===== src/rtl/fifo_rx_reader.sv =====
// Drain stage of the SpaceWire RX FIFO: pops N-chars into a 2-entry host stream buffer
// and converts FIFO slot releases into FCT credits. Define RX_PKT_COUNT_EN to add pkt_count.
module fifo_rx_reader #(
    parameter int DWIDTH  = 9,
    parameter int POP_GAP = 3,
    parameter int MAX_FCT = 7,
    parameter int FCT_CW  = 3
`ifdef RX_PKT_COUNT_EN
    ,
    parameter int PKT_CW  = 16
`endif
) (
    input  logic              clock,
    input  logic              reset,
    input  logic              f_empty,
    input  logic [DWIDTH-1:0] fifo_data,
    input  logic              open_slot_fct,
    output logic              rd_en,
    output logic [DWIDTH-1:0] host_data,
    output logic              host_valid,
    input  logic              host_ready,
    output logic              host_eop,
    output logic              host_eep,
    output logic              fct_req,
    input  logic              fct_ack,
    output logic [FCT_CW-1:0] fct_pending,
    output logic              fct_err
`ifdef RX_PKT_COUNT_EN
    ,
    output logic [PKT_CW-1:0] pkt_count
`endif
);

    localparam int GW = (POP_GAP > 1) ? $clog2(POP_GAP) : 1;

    typedef enum logic [1:0] {
        S_IDLE = 2'd0,
        S_POP  = 2'd1,
        S_WAIT = 2'd2
    } state_t;

    typedef struct packed {
        logic [DWIDTH-1:0] data;
        logic              eop;
        logic              eep;
    } entry_t;

    state_t          state_q, state_d;
    logic [GW-1:0]   gap_q, gap_d;
    entry_t          buf_q [2];
    entry_t          buf_d [2];
    logic [1:0]      count_q, count_d;
    logic            open_slot_q, open_slot_d;
    logic [FCT_CW-1:0] pending_q, pending_d;
    logic            err_q, err_d;
    logic            capture;
    logic            pop;
    logic            rise;
    entry_t          new_entry;

    always_comb begin
        state_d = state_q;
        gap_d   = gap_q;
        capture = 1'b0;
        case (state_q)
            S_IDLE: begin
                if (!f_empty && count_q != 2'd2) begin
                    capture = 1'b1;
                    state_d = S_POP;
                end
            end
            S_POP: begin
                if (POP_GAP > 1) begin
                    state_d = S_WAIT;
                    gap_d   = GW'(POP_GAP - 1);
                end else begin
                    state_d = S_IDLE;
                end
            end
            S_WAIT: begin
                gap_d = gap_q - GW'(1);
                if (gap_d == '0) begin
                    state_d = S_IDLE;
                end
            end
            default: state_d = S_IDLE;
        endcase
    end

    assign rd_en = (state_q == S_POP);

    // Unused tail entry is kept cleared, so a pop shifting it up also blanks an emptied head.
    always_comb begin
        new_entry.data = fifo_data;
        new_entry.eop  = fifo_data[DWIDTH-1] && (fifo_data[7:0] == 8'h00);
        new_entry.eep  = fifo_data[DWIDTH-1] && (fifo_data[7:0] == 8'h01);
        pop     = host_valid && host_ready;
        buf_d   = buf_q;
        count_d = count_q;
        if (pop) begin
            buf_d[0] = buf_q[1];
            buf_d[1] = '0;
            count_d  = count_q - 2'd1;
        end
        if (capture) begin
            if (count_d == 2'd0) begin
                buf_d[0] = new_entry;
            end else begin
                buf_d[1] = new_entry;
            end
            count_d = count_d + 2'd1;
        end
    end

    assign host_valid = (count_q != 2'd0);
    assign host_data  = buf_q[0].data;
    assign host_eop   = buf_q[0].eop;
    assign host_eep   = buf_q[0].eep;

    always_comb begin
        open_slot_d = open_slot_fct;
        rise        = open_slot_fct && !open_slot_q;
        pending_d   = pending_q;
        err_d       = err_q;
        if (rise && !fct_ack) begin
            if (pending_q == FCT_CW'(MAX_FCT)) begin
                err_d = 1'b1;
            end else begin
                pending_d = pending_q + FCT_CW'(1);
            end
        end else if (fct_ack && !rise && pending_q != '0) begin
            pending_d = pending_q - FCT_CW'(1);
        end
    end

    assign fct_pending = pending_q;
    assign fct_req     = (pending_q != '0);
    assign fct_err     = err_q;

    // The edge detector tracks the input even in reset, so a level already high is not a credit.
    always_ff @(posedge clock) begin
        open_slot_q <= open_slot_d;
        if (reset) begin
            state_q   <= S_IDLE;
            gap_q     <= '0;
            buf_q[0]  <= '0;
            buf_q[1]  <= '0;
            count_q   <= 2'd0;
            pending_q <= '0;
            err_q     <= 1'b0;
        end else begin
            state_q   <= state_d;
            gap_q     <= gap_d;
            buf_q[0]  <= buf_d[0];
            buf_q[1]  <= buf_d[1];
            count_q   <= count_d;
            pending_q <= pending_d;
            err_q     <= err_d;
        end
    end

`ifdef RX_PKT_COUNT_EN
    logic [PKT_CW-1:0] pkt_q, pkt_d;

    always_comb begin
        pkt_d = pkt_q;
        if (pop && (buf_q[0].eop || buf_q[0].eep)) begin
            pkt_d = pkt_q + PKT_CW'(1);
        end
    end

    always_ff @(posedge clock) begin
        if (reset) begin
            pkt_q <= '0;
        end else begin
            pkt_q <= pkt_d;
        end
    end

    assign pkt_count = pkt_q;
`endif

endmodule

===== config.mk =====
export PLATFORM = sky130hd
export DESIGN_NAME = fifo_rx_reader
export DESIGN_NICKNAME = d
export VERILOG_FILES = /design/src/rtl/fifo_rx_reader.sv
export SDC_FILE = /design/constraint.sdc
export NUM_CORES = 1
export LEC_CHECK = 0
export BUFFER_PORTS_ARGS = -buffer_cell sky130_fd_sc_hd__buf_4
export CORE_UTILIZATION = 48
export DETAILED_ROUTE_END_ITERATION = 16
export PLACE_DENSITY = 0.82
export SYNTH_ARGS = -nofsm -noshare
export SYNTH_HDL_FRONTEND = slang
export SYNTH_SLANG_ARGS = --single-unit

===== constraint.sdc =====
create_clock -name clock -period 2 [get_ports clock]
set_input_delay 0.3 -clock clock [delete_from_list [all_inputs] [get_ports clock]]
set_output_delay 0.3 -clock clock [all_outputs]
set_load 0.02 [all_outputs]

==> impl_metrics.tcl <==
set metrics [dict create \
    status "completed" \
    die_y_um 63.9 \
    start_kind "flop" \
    cts.sinks 33 \
    hold_class "input port to flop" \
    root_buffer "clkbuf_8" \
    synth.net_count 228 \
    grt_pass1_wl_mm 6.31 \
    firstDrtPassIters 4 \
    core.rowCount 22 \
    synth_top_cell_by_area "dfxtp_1" \
    path_delay_family "simple AND/OR/NAND/NOR gates" \
    criticalPathCategory "flop to flop" \
    ys.flop_type "dfxtp_1" \
    drtAntennaViolNets 0 \
    critical_path.startpoint "count_q[0]$_SDFF_PP0_" \
    post_drt_wl_per_cell_um 13.7 \
    postCtsHoldBufs 0 \
    maxSlewHeadroom_pct 69.7 \
    cts_buffers 5 \
    via_per_inst 5.46 \
    worst_slew_pin_slew_ns 0.454 \
    crit_required_ns 2.19 \
    clk_path_buf_depth 2 \
    max_freq_mhz 533 \
    die_x_um 63.9 \
    syn2layout_area_growth_pct 18.5 \
    yosysWarnings 0 \
    antenna_cells 0 \
    dp.cells 271 \
    hold_ws_ns 0.137 \
    rsz0062_at_grt "false" \
    cts_tree "done" \
    core-area_um2 3660 \
    path_clk_slew_ns 0.07 \
    yosysUniqueCellTypes 47 \
    grt.total_usage_pct 20.2 \
    timing.setup.tns_ns 0 \
    drive_gt1_share_pct 33.9 \
    critPathMaxFanout 5 \
    synth_most_common_cell "nand2_1" \
    hold_path.startpoint "open_slot_fct" \
    vias 1517 \
    avgSynthCellArea_um2 8.97 \
    r2r-start "count_q[0]$_SDFF_PP0_" \
    hold_viol_final 0 \
    finalCritPeriodShare_pct 93.8 \
    crit_path_end_kind "flop" \
    cp_data_arrival_time_ns 2.07 \
    floorplan.initialDensity_pct 50.2 \
    fin_cells 278 \
    place_area_um2 2050 \
    grt_remaining_overflow 0 \
    antenna_found_initial 0 \
    fin_nets 254 \
    power_density_nw_per_um2 1290 \
    route.detailed.drc 0 \
    clkLatencyLatePin_ns 0.28 \
    postSynthCellCount 205 \
    final_area_um2 2180 \
    synth.area.top_cells "dfxtp_1, a311oi_2, nand2_1, ha_1, a21oi_1" \
    skew_ns 0.00396 \
    ys_ff_latch 33 \
    io_buffers 32 \
    wirelength_mm 3.82 \
    fill_cells 325 \
    final-max-slew-violation-count 0 \
    utilization_pct 59.5 \
    syn_area_um2 1840 \
    period_minus_slack_ns 1.88 \
    cap_viol_max_count 0 \
    synth_edf_count 0 \
    cp_slowest_cell "dfxtp_2" \
    grt_pass1_vias 1422 \
    path_buf_inv 1 \
    grt_max_degree 34 \
    worstPathCellList "inv_4 > ha_4 > and2b_2 > nand2_1 > o21ai_0 > ha_2 > and2_4 > a211oi_2 > a211oi_1" \
    vdd_drop_max_uv 660 \
    routabilityCongestion 0.829 \
    die-area_um2 4080 \
    dp_hpwl_mm 2.59 \
    leakage_nw 0.816 \
    synth_top_area_share_pct 35.9 \
    critical-path-max-stage-delay_ns 0.39 \
    synthArstFlopShare_pct 0 \
    drtIter0Drc 67 \
    ys_seq_area_share_pct 35.9 \
    cts_max_level 2 \
    io_pins 33 \
    setup_violations 0 \
    synth_common_cells "nand2_1, dfxtp_1, a21oi_1, nand3_1, nor3_1" \
]
sequential cells by signal, summed over array words and instances, names as in the netlist:
register and cells:
buf_q 11, count_q 2, fct_err 1, fct_pending 3, gap_q 2, host_data 9, host_eep 1, host_eop 1
open_slot_q 1, state_q 2
routing by layer:
metal | routed length, um | GRT usage, % | part of all wire (%)
met2 | 1780 | 33.9 | 47
met5 | 0 | 0 | 0
met4 | 38 | 7.95 | 0.99
met1 | 1810 | 23.2 | 47
met3 | 192 | 7.14 | 5.0
cell families after synthesis:
family                     after synthesis  synth area share (%)
AOI/OAI and AO/OA                       43                  19.1
buffers and inverters                   27                  9.26
DFF                                     33                  35.9
xor gates and xnor gates                 2                  1.36
and+or+nand+nor                         92                  28.5
adders and majority gates                8                  5.85
report_power, final:
group          switching (W)  internal [W]
clock               0.000234      0.000229
combinational       0.000765      0.000645
sequential          0.000109      0.000829
total                0.00111       0.00170
cell usage in the layout, fill, tap and decap left out, drive strengths merged, types with 2 or more instances in the layout:
cell     n
clkbuf   5
and2     3
nor2     6
a21oi   17
nand3   13
ha       7
and3     2
o31ai    2
a311oi   9
nand2b   8
nand3b   2
a211oi   6
inv      8
nor3b    3
xnor2    2
dfxtp   33
o21ai    4
nand2   34
nor4b    2
a31oi    2
nor3    11
buf     37
what timing repair did:
action | in CTS | in global routing
resized for setup | 1 | 11
pin swaps | 0 | 1
cloned | 0 | 1
buffers inserted | 0 | 0
setup endpoints to repair | 1 | 14
worst register-to-register path: cells and delay by family (launching register included):
family                   cells  cell delay, ns
AO/OA/AOI/OAI                3            0.37
AND/OR/NAND/NOR              3            0.53
buffers and inverters        1            0.06
flip-flops                   1            0.39
adder cells (fa/ha/maj)      2            0.43
metrics by stage:
step	setup WS, ns	power, W
2_1_floorplan	0.00772	0.00201
3_3_place_gp	0.102	0.00224
3_5_place_dp	0.00369	0.00227
4_1_cts	0.0152	0.00274
5_1_grt	0.0323	0.00301
6_report	0.124	0.00281
cell type report:
type	count	area, um2	share of cell area [%]
Inverter	8	32.5	1.49
Sequential cell	33	663	30.4
Clock buffer	5	68.8	3.16
Tap cell	48	60.1	2.76
Multi-Input combinational cell	146	1070	49.2
Clock inverter	1	5.00	0.230
Timing Repair Buffer	37	278	12.8
path summary, 6_finish.rpt:
kind,to,slack [ns],cells after the start
worst max-delay path,host_eop$_SDFF_PP0_,0.12,9
worst min-delay path,open_slot_q$_DFF_P_,0.14,1
worst max register to register,host_eop$_SDFF_PP0_,0.12,9
worst min register to register,buf_q[8]$_SDFF_PP0_,0.47,2
(Power assumes the default switching activity.)
